File: src/rtl/txn_pkg.sv
// Shared types and constants for the transaction input front-end.
// Holds the controller state encoding, status codes, mode values and field width.
// Combinational helper only; no timing or backpressure of its own.
package txn_pkg;

    localparam int CODE_W = 8;

    typedef enum logic [1:0] {
        IDLE   = 2'd0,
        ISSUE  = 2'd1,
        REJECT = 2'd2
    } state_t;

    localparam logic [1:0] STATUS_EMPTY    = 2'b00;
    localparam logic [1:0] STATUS_PARTIAL  = 2'b01;
    localparam logic [1:0] STATUS_COMPLETE = 2'b10;
    localparam logic [1:0] STATUS_REJECT   = 2'b11;

    localparam logic MODE_ADD    = 1'b1;
    localparam logic MODE_REMOVE = 1'b0;

    // Status reported while idle, derived from which fields have been captured.
    function automatic logic [1:0] status_of_flags(input logic code_ok, input logic quant_ok);
        if (code_ok && quant_ok) begin
            return STATUS_COMPLETE;
        end else if (code_ok || quant_ok) begin
            return STATUS_PARTIAL;
        end else begin
            return STATUS_EMPTY;
        end
    endfunction

endpackage

File: src/rtl/txn_input_ctrl_btn_debounce.sv
// Pushbutton conditioner: 2-flop synchronizer, debounced level, one-cycle press pulse.
// Latency: raw level change to press pulse is 2 + DEBOUNCE_CYCLES cycles.
// No backpressure; press is a single-cycle event the consumer must take or drop.
// Ports: clk, rst_n (async active-low), btn_n (raw active-low button), press (pulse on 1->0).
module btn_debounce #(
    parameter int DEBOUNCE_CYCLES = 250000
) (
    input  logic clk,
    input  logic rst_n,
    input  logic btn_n,
    output logic press
);

    localparam int CNT_W = $clog2(DEBOUNCE_CYCLES + 1);
    localparam logic [CNT_W-1:0] CNT_MAX = CNT_W'(DEBOUNCE_CYCLES - 1);

    logic             btn_meta;
    logic             btn_sync;
    logic             level;
    logic [CNT_W-1:0] cnt;

    // Reset to 1 so a released button produces no spurious event after reset.
    always_ff @(posedge clk or negedge rst_n) begin
        if (!rst_n) begin
            btn_meta <= 1'b1;
            btn_sync <= 1'b1;
        end else begin
            btn_meta <= btn_n;
            btn_sync <= btn_meta;
        end
    end

    // cnt holds how many consecutive samples so far disagree with level; the
    // DEBOUNCE_CYCLES-th disagreeing sample flips the level.
    always_ff @(posedge clk or negedge rst_n) begin
        if (!rst_n) begin
            level <= 1'b1;
            cnt   <= '0;
            press <= 1'b0;
        end else begin
            press <= 1'b0;
            if (btn_sync != level) begin
                if (cnt == CNT_MAX) begin
                    level <= btn_sync;
                    cnt   <= '0;
                    press <= ~btn_sync;
                end else begin
                    cnt <= cnt + 1'b1;
                end
            end else begin
                cnt <= '0;
            end
        end
    end

endmodule

File: src/rtl/txn_input_ctrl.sv
// Captures part code/quantity from switches and offers one validated add/remove command.
// Latency: submit event to cmd_valid 1 cycle; save event to field update 1 cycle.
// cmd_valid holds with constant payload until cmd_ready; buttons during issue are dropped.
// Ports: raw switches/buttons in, cmd_valid/cmd_ready handshake, cmd_add/code/quant, status.
module txn_input_ctrl
    import txn_pkg::*;
#(
    parameter int DEBOUNCE_CYCLES = 250000
) (
    input  logic              clk,
    input  logic              rst_n,
    input  logic              mode_sw,
    input  logic              cq_sw,
    input  logic [CODE_W-1:0] data_sw,
    input  logic              save_btn_n,
    input  logic              submit_btn_n,
    output logic              cmd_valid,
    input  logic              cmd_ready,
    output logic              cmd_add,
    output logic [CODE_W-1:0] cmd_code,
    output logic [CODE_W-1:0] cmd_quant,
    output logic [1:0]        status
);

    // Switch synchronizers: {mode, cq, data}
    logic [CODE_W+1:0] sw_meta;
    logic [CODE_W+1:0] sw_sync;

    always_ff @(posedge clk or negedge rst_n) begin
        if (!rst_n) begin
            sw_meta <= '0;
            sw_sync <= '0;
        end else begin
            sw_meta <= {mode_sw, cq_sw, data_sw};
            sw_sync <= sw_meta;
        end
    end

    logic              mode_s;
    logic              cq_s;
    logic [CODE_W-1:0] data_s;

    assign mode_s = sw_sync[CODE_W+1];
    assign cq_s   = sw_sync[CODE_W];
    assign data_s = sw_sync[CODE_W-1:0];

    logic save_ev;
    logic submit_ev;

    btn_debounce #(.DEBOUNCE_CYCLES(DEBOUNCE_CYCLES)) u_save_db (
        .clk   (clk),
        .rst_n (rst_n),
        .btn_n (save_btn_n),
        .press (save_ev)
    );

    btn_debounce #(.DEBOUNCE_CYCLES(DEBOUNCE_CYCLES)) u_submit_db (
        .clk   (clk),
        .rst_n (rst_n),
        .btn_n (submit_btn_n),
        .press (submit_ev)
    );

    state_t            state;
    logic [CODE_W-1:0] code_r;
    logic [CODE_W-1:0] quant_r;
    logic              code_ok;
    logic              quant_ok;
    logic              add_r;
    logic              ok_to_issue;

    // A zero quantity is never a meaningful transaction, so it is rejected here.
    assign ok_to_issue = code_ok && quant_ok && (quant_r != '0);

    // Save has priority over submit in the same cycle: the submit is dropped.
    always_ff @(posedge clk or negedge rst_n) begin
        if (!rst_n) begin
            state     <= IDLE;
            code_r    <= '0;
            quant_r   <= '0;
            code_ok   <= 1'b0;
            quant_ok  <= 1'b0;
            add_r     <= MODE_REMOVE;
            cmd_valid <= 1'b0;
            status    <= STATUS_EMPTY;
        end else begin
            case (state)
                IDLE, REJECT: begin
                    if (save_ev) begin
                        if (cq_s) begin
                            code_r  <= data_s;
                            code_ok <= 1'b1;
                        end else begin
                            quant_r  <= data_s;
                            quant_ok <= 1'b1;
                        end
                        state  <= IDLE;
                        status <= status_of_flags(cq_s | code_ok, ~cq_s | quant_ok);
                    end else if (submit_ev) begin
                        if (ok_to_issue) begin
                            add_r     <= mode_s;
                            cmd_valid <= 1'b1;
                            state     <= ISSUE;
                            status    <= STATUS_COMPLETE;
                        end else begin
                            state  <= REJECT;
                            status <= STATUS_REJECT;
                        end
                    end
                end
                ISSUE: begin
                    // Payload registers are frozen here because saves are ignored.
                    if (cmd_ready) begin
                        code_ok   <= 1'b0;
                        quant_ok  <= 1'b0;
                        cmd_valid <= 1'b0;
                        state     <= IDLE;
                        status    <= STATUS_EMPTY;
                    end
                end
                default: begin
                    cmd_valid <= 1'b0;
                    state     <= IDLE;
                    status    <= status_of_flags(code_ok, quant_ok);
                end
            endcase
        end
    end

    assign cmd_add   = add_r;
    assign cmd_code  = code_r;
    assign cmd_quant = quant_r;

endmodule
File: config.mk
export PLATFORM = sky130hd
export DESIGN_NAME = txn_input_ctrl
export DESIGN_NICKNAME = d
export VERILOG_FILES = /design/src/rtl/txn_pkg.sv /design/src/rtl/txn_input_ctrl_btn_debounce.sv /design/src/rtl/txn_input_ctrl.sv
export SDC_FILE = /design/constraint.sdc
export NUM_CORES = 1
export LEC_CHECK = 0
export ABC_AREA = 1
export CAP_MARGIN = 20
export CORE_ASPECT_RATIO = 0.5
export CORE_MARGIN = 10
export CORE_UTILIZATION = 41
export CTS_BUF_LIST = sky130_fd_sc_hd__clkbuf_4
export CTS_CLUSTER_DIAMETER = 50
export CTS_CLUSTER_SIZE = 12
export DETAILED_ROUTE_END_ITERATION = 8
export HOLD_SLACK_MARGIN = 0.03
export PLACE_DENSITY = 0.68
export SETUP_SLACK_MARGIN = 0.4
export SYNTH_ARGS = -nofsm -noshare
export SYNTH_HDL_FRONTEND = slang
export SYNTH_HIERARCHICAL = 1
export SYNTH_SLANG_ARGS = --single-unit
File: constraint.sdc
create_clock -name clk -period 1.2 [get_ports clk]
set_input_delay 0.24 -clock clk [delete_from_list [all_inputs] [get_ports clk]]
set_output_delay 0.24 -clock clk [all_outputs]
set_load 0.05 [all_outputs]
==> summary.txt, run 1 <==
Timing
  • RSZ-0062 raised after global routing: yes
  • Hold Violations, Final: 0
  • Fin worst setup slack: -220 ps
  • Fmax: roughly 700 MHz
  • Clock Skew: roughly 16 ps
  • Tmin final: 1420 ps
  • Worst Tran Pin Value: around 380 ps
  • Setup tns final: -7080 ps
  • Relative slew margins: 0.748
  • Fin crit share: 1.18
  • Finish-stage setup viols: a little over 60
  • Max Transition Viols Final: 0

Yosys
  • Synth cell types: 29
  • Post-synthesis simple-gate area fraction: 0.273
  • Cells after Synth: 441
  • Complex-gate fraction of the synthesized area: 0.0640
  • Yosys top cell by area: dfrtp_1
  • Largest family of logic cells by synthesized area: simple AND/OR/NAND/NOR gates
  • Sequential-to-total area share from yosys stat: 0.552
  • Post-Synth XOR/XNOR Area: 0.0387
  • Synthesized area per cell: ~9.1 um^2
  • Synthesized net count: around 460
  • Ys flop type: dfrtp_1
  • Number of synthesized flops with an enable pin: 0
  • Most frequent cell after synthesis: nand2_1
  • Top-area cell type share of the netlist area: 0.512
  • Synth cell count leaders: 85 x nand2_1, 82 x dfrtp_1, 70 x nor2_1
  • Synthesized area: about 4000 um^2
  • Ranking of synthesized cells by area: dfrtp_1 51%, nand2_1 8.0%, nor2_1 6.6%, inv_1 5.1%, dfstp_2 3.9%
  • Mux contribution to synthesized area: 0
  • Yosys Warn Count: 6
  • Asr flop ratio synth: 1.00
  • Register bit count reported by yosys: 88
  • Synth Area in Adders: 0.00937

Clock network
  • Root buf cell: clkbuf_4
  • Clock Latency Late Sink: ~460 ps
  • Reg clk slew, reported paths: roughly 140 ps
  • H-tree lvl count: 3
  • CTS tree: done
  • Cts bufs inserted: 9
  • Max clock buf depth: 2
  • Clock tree sinks: a little under 90

GRT
  • Pin count of the biggest net entering global routing: 26
  • Total gr overflow: 0
  • GR Util All Layers: 0.143
  • Number of global-route vias before repair: about 3.5k
  • First-pass GRT wire length: ~17,000 um
  • Initial antenna violation count: 1

Critical path
  • CP max-delay cell: dfrtp_2
  • CP required: 1590 ps
  • CP Class: flip-flop to flip-flop
  • Crit-path cells: ha_4, nand3_4, inv_2, nand2_4, buf_4, inv_2, nand3_2, nand2_1, nand2_1, nor2_1
  • Delay-heaviest family, CP: flip-flops
  • Largest stage delay on the critical path: 450 ps
  • Worst Path Arrival: 1810 ps
  • Element type at the critical path end: flip-flop
  • CP bufs+invs: 3
  • CP max FO: 5
  • CP Launch Type: flip-flop

Pwr
  • Leak pwr: 2.90 nW
  • Peak VDD IR: ~0.42 mV
  • PD cells: approximately 810 nW/um^2
  • Final Power: 5.18 mW

Route
  • Drt pass-1 iters: 4
  • First DRT Iteration DRCs: 220
  • DRC: 0
  • Via Count: between 3k and 4k
  • Post-Route WL: 10,900 um
  • Post-DRT Antenna Nets: 0
  • Post-DR vias/cell: 4.80
  • Post-DR wirelength/cell: 14.9 um

Job
  • Max Cap Violations: 0

Layout
  • Share of layout cells above drive strength 1: 0.556
  • Seq. cell area: 2250 um^2
  • # nets final: between 600 and 700
  • Final Non-Filler Cells: 728
  • Synthesis-to-finish area growth: 60.5%
  • Area of the multi-input gates: between 2000 and 2500 um^2
  • Fillers: about 640

Outcome
  • Failing checks: negative setup slack
  • Status: complete, but fails checks

Placement
  • Gpl congestion: between 0.8 and 0.9
  • Worst slack, placed: -115 ps
  • Post-DP HPWL: 6220 um
  • Placed cell count: approximately 660
  • PortBufs: 34

Die
  • Core outline area: ~9500 um^2
  • Ports: 35
  • Die Y: ~90 um
  • Row cnt: 25
  • Chip width: 160 um
  • Initial Util: 0.423
  • Die area: between 10,000 and 15,000 um^2

Worst hold path
  • Hold Path Class: input port to flip-flop
==> logic make-up after synthesis <==
logic type | count (synthesis)
flops | 88
fa+ha+maj | 3
compound gates | 41
xor+xnor | 16
buf+inv | 63
simple gates | 230
==> cell usage in the layout, fill, tap and decap left out, types with 3 or more instances in the layout <==
cell type / n
nor2_2: 22
buf_4: 68
nand2_2: 26
clkbuf_4: 9
inv_2: 11
buf_6: 26
clkdlybuf4s50_1: 13
dfstp_2: 6
nand2_4: 15
xor2_1: 8
dfrtp_1: 51
nand4_1: 6
nand2_1: 61
o21ai_1: 10
inv_4: 3
dfrtp_2: 31
buf_12: 25
nor2_4: 23
nand3_4: 3
nor2_1: 43
nand3_2: 9
nand3_1: 12
a21oi_2: 5
xnor2_2: 3
nor3_2: 4
inv_1: 46
o21ai_2: 15
a21oi_1: 7
==> flip-flops by register name (all words and copies together) (netlist names), 2 cells and up <==
| register | flops |
|---|---|
| u_submit_db/cnt | 18 |
| sw_sync | 10 |
| cmd_code | 8 |
| status | 2 |
| cmd_quant | 8 |
| state | 2 |
| sw_meta | 10 |
| u_save_db/cnt | 18 |
==> where the power goes <==
group	leakage (nW)	total [mW]	internal, mW	switching [mW]
clock	0.0769	1.76	0.653	1.10
sequential	1.09	3.08	3.03	0.0472
combinational	1.73	0.347	0.161	0.187
==> area by class of cell <==
cell class / count / share of cell area
flip-flops and latches: 88 / 0.350
multi-input cells: 293 / 0.332
repair buffers: 135 / 0.233
inverters: 60 / 0.0362
well taps: 135 / 0.0263
clock inverters: 7 / 0.0121
clock buffers: 9 / 0.0105
diodes: 1 / 0.000389
==> worst paths after layout <==
| path | from | cells past startpoint | end | slack, ps |
|---|---|---|---|---|
| setup / recovery | u_save_db/cnt[0] | 10 | u_save_db/cnt[10] | -220 |
| hold / removal | save_btn_n | 1 | u_save_db/btn_meta | 170 |
| setup reg to reg | u_save_db/cnt[0] | 10 | u_save_db/cnt[10] | -220 |
| hold reg to reg | sw_meta[6] | 0 | sw_sync[6] | 370 |
| min in group asynchronous | rst_n | 2 | u_submit_db/cnt[1] | 220 |
| max in group asynchronous | rst_n | 3 | u_save_db/level | 480 |
==> routing by layer <==
layer / track usage / vias up / part of all wire
met5: 0 / - / 0
met4: 0.0502 / 0 / 0.014
met3: 0.0432 / 14 / 0.041
met2: 0.243 / 72 / 0.52
met1: 0.170 / 1736 / 0.42
li1: - / 1672 / -
==> repair_timing <==
action	in CTS	in global routing
endpoints found under the hold margin	85	0
pin swaps	52	49
gates resized for setup	104	62
hold buffers	1	0
gates cloned	5	0
endpoints found under the setup margin	84	84
setup buffers	21	21
==> metrics by stage <==
stage	area, um^2	hold slack (ps)	utilization
6_report	6430	167	0.678
5_1_grt	6430	120	0.678
4_1_cts	6030	126	0.636
3_5_place_dp	5270	186	0.556
3_3_place_gp	5270	181	0.556
2_1_floorplan	4120	-55.6	-
No activity file was read; power rests on OpenSTA's default activity.
==> run 2, diff against run 1 <==
Settings changed: PLACE_DENSITY 0.68 to 0.66.
Clock period 1.2 ns to 1.67 ns, I/O delays scaled along.
==> summary.txt, run 2 (same netlist as run 1, synthesis figures left out) <==
Critical path
  • CP max FO: 5 (unchanged)
  • R2R Setup Slk: 280 ps (was -220 ps)
  • CP Class: flip-flop to flip-flop (unchanged)
  • CP Launch Point: u_save_db/cnt[1] (was u_save_db/cnt[0])
  • R2R Path End: u_save_db/cnt[16] (was u_save_db/cnt[10])
  • FF-to-FF path depth: 7 (was 10)
  • CP max-delay cell: dfrtp_1 (was dfrtp_2)
  • Capture point of the worst path: u_save_db/cnt[16] (was u_save_db/cnt[10])
  • FF-to-FF Start: u_save_db/cnt[1] (was u_save_db/cnt[0])
  • CP required: 2030 ps (was 1590 ps)
  • CP Launch Type: flip-flop (unchanged)
  • Element type at the critical path end: flip-flop (unchanged)
  • Crit-path cells: ha_4, nand3_4, buf_6, nor2_4, nand2_4, nand2_8, a21oi_2 (was ha_4, nand3_4, inv_2, nand2_4, buf_4, inv_2, nand3_2, nand2_1, nand2_1, nor2_1)
  • Largest stage delay on the critical path: 440 ps (was 450 ps)
  • Worst Path Arrival: 1750 ps (was 1810 ps)

Worst hold path
  • Hold Path Class: input port to flip-flop (unchanged)

Timing
  • Setup tns final: 0 ps (was -7080 ps)
  • RSZ-0062 raised after global routing: yes (unchanged)
  • Hold Worst Slack: 272 ps (was 167 ps)
  • Hold Violations, Final: 0 (unchanged)
  • Tmin final: 1390 ps (was 1420 ps)
  • Relative slew margins: 0.761 (was 0.748)
  • Worst Tran Pin Value: 358 ps (was 378 ps)
  • Max Transition Viols Final: 0 (unchanged)
  • Fmax: 721 MHz (was 704 MHz)
  • Fin crit share: 0.830 (was 1.18)
  • Finish-stage setup viols: 0 (was 61)
  • Clock Skew: 20.3 ps (was 15.8 ps)

Route
  • Post-DRT Antenna Nets: 0 (unchanged)
  • DRC: 0 (unchanged)
  • Post-DR wirelength/cell: 13.1 um (was 14.9 um)
  • Post-Route WL: 8950 um (was 10,900 um)
  • Drt pass-1 iters: 4 (unchanged)
  • First DRT Iteration DRCs: 135 (was 220)
  • Via Count: 3,184 (was 3,494)
  • Post-DR vias/cell: 4.65 (was 4.80)

Die
  • Ports: 35 (unchanged)
  • Row cnt: 25 (unchanged)
  • Core outline area: 9480 um^2 (unchanged)
  • Chip width: 160 um (unchanged)
  • Die Y: 89.9 um (unchanged)
  • Die area: 14,400 um^2 (unchanged)
  • Initial Util: 0.423 (unchanged)

Layout
  • Final instance area: 5540 um^2 (was 6430 um^2)
  • # nets final: 562 (was 605)
  • Commonest non-fill, non-tap cell in the layout: nand2_1 (was buf_4)
  • Area of the multi-input gates: 1930 um^2 (was 2130 um^2)
  • Final core utilization: 0.585 (was 0.678)
  • Seq. cell area: 2230 um^2 (was 2250 um^2)
  • Share of layout cells above drive strength 1: 0.413 (was 0.556)
  • Fillers: 797 (was 641)
  • Antenna Cells: 0 (was 1)
  • Final Non-Filler Cells: 684 (was 728)
  • Synthesis-to-finish area growth: 38.4% (was 60.5%)
  • Largest regs: u_save_db/cnt (18), u_submit_db/cnt (18) (unchanged)
  • Most frequent cells in the layout: 75 x nand2_1, 68 x dfrtp_1, 50 x nor2_1 (was 68 x buf_4, 61 x nand2_1, 51 x dfrtp_1)

Pwr
  • Sequential Power Share: 0.628 (was 0.594)
  • Peak VDD IR: 0.258 mV (was 0.417 mV)
  • PD cells: 634 nW/um^2 (was 806 nW/um^2)
  • Leak pwr: 2.55 nW (was 2.90 nW)
  • Clock power share: 0.312 (was 0.339)
  • Int Pwr: 2.61 mW (was 3.84 mW)
  • Comb pwr share: 0.060 (was 0.067)
  • Sw Share: 0.257 (was 0.258)
  • Switch Pwr: 0.901 mW (was 1.34 mW)

Outcome
  • Status: complete, no violations (was complete, but fails checks)

Placement
  • Placed cell count: 610 (was 663)
  • Area after DPL: 4470 um^2 (was 5270 um^2)
  • Gpl congestion: 0.819 (was 0.876)
  • PortBufs: 34 (unchanged)
  • Post-DP HPWL: 5450 um (was 6220 um)

Job
  • Max Cap Violations: 0 (unchanged)

Clock network
  • Max clock buf depth: 2 (unchanged)
  • Cts bufs inserted: 9 (unchanged)
  • CTS tree: done (unchanged)
  • H-tree lvl count: 3 (unchanged)
  • Root buf cell: clkbuf_4 (unchanged)
  • Clock Latency Late Sink: 460 ps (about the same)
  • Reg clk slew, reported paths: 140 ps (about the same)
  • Clock tree sinks: 88 (unchanged)

GRT
  • Pin count of the biggest net entering global routing: 36 (was 26)
  • First-pass GRT wire length: 14,000 um (was 17,000 um)
  • Met1 usage: 0.137 (was 0.170)
  • Met2 Use GR: 0.195 (was 0.243)
  • M3 GR Usage: 0.0382 (was 0.0432)
  • Total gr overflow: 0 (unchanged)
  • Initial antenna violation count: 0 (was 1)
  • Grt peak-use layer: met2 (unchanged)
  • GR Util All Layers: 0.116 (was 0.143)
  • Number of global-route vias before repair: 3,013 (was 3,493)
-- run 2: worst min-delay path by stage --
stage,startpoint,endpoint,slack (ps),cells after the start
final,submit_btn_n,u_submit_db/btn_meta,270,1
after global routing,submit_btn_n,u_submit_db/btn_meta,240,1
after CTS,save_btn_n,u_save_db/btn_meta,240,1
after detailed placement,rst_n,u_submit_db/cnt[0],270,1
after global placement,rst_n,u_submit_db/cnt[0],270,1
after floorplan,rst_n,cmd_add,40,0
-- run 2: layout make-up --
| type | instances | area share |
|---|---|---|
| flip-flops and latches | 88 | 0.402 |
| multi-input cells | 292 | 0.349 |
| repair buffers | 93 | 0.155 |
| inverters | 60 | 0.0411 |
| well taps | 135 | 0.0305 |
| clock buffers | 10 | 0.0135 |
| clock inverters | 6 | 0.00903 |
-- run 2: worst max-delay path: cells and delay by family (launching register included) --
kind / cells / cell delay, ps
AO/OA/AOI/OAI: 1 / 40
AND/OR/NAND/NOR: 4 / 490
adder cells (fa/ha/maj): 1 / 170
buffers and inverters: 1 / 140
flip-flops: 1 / 440
-- run 2: power groups by stage --
stage	sequential, mW	combinational [mW]	clock [mW]
2_1_floorplan	2.23	0.0496	0
3_3_place_gp	2.24	0.147	0
3_5_place_dp	2.24	0.147	0
4_1_cts	2.20	0.179	1.15
5_1_grt	2.21	0.232	1.24
6_report	2.21	0.211	1.10
-- run 2: routing by layer --
layer / share of wire / vias to the layer above
li1: - / 1589
met5: 0 / -
met2: 0.50 / 65
met3: 0.048 / 4
met4: 0.0078 / 0
met1: 0.44 / 1526
-- run 2: stage by stage --
stage | power, mW | worst slack, ps
floorplan | 2.28 | 401
global placement | 2.38 | 275
detailed placement | 2.38 | 236
CTS | 3.53 | 253
global route | 3.69 | 184
finish | 3.51 | 284
-- run 2: timing repair --
action                                 4_1_cts  5_1_grt
resized for setup                           53       83
endpoints found under the hold margin       17        0
setup endpoints to repair                   50       70
gates cloned                                 2        0
pin swaps                                   12       45
hold buffers                                 1        0
buffers inserted                            31       24
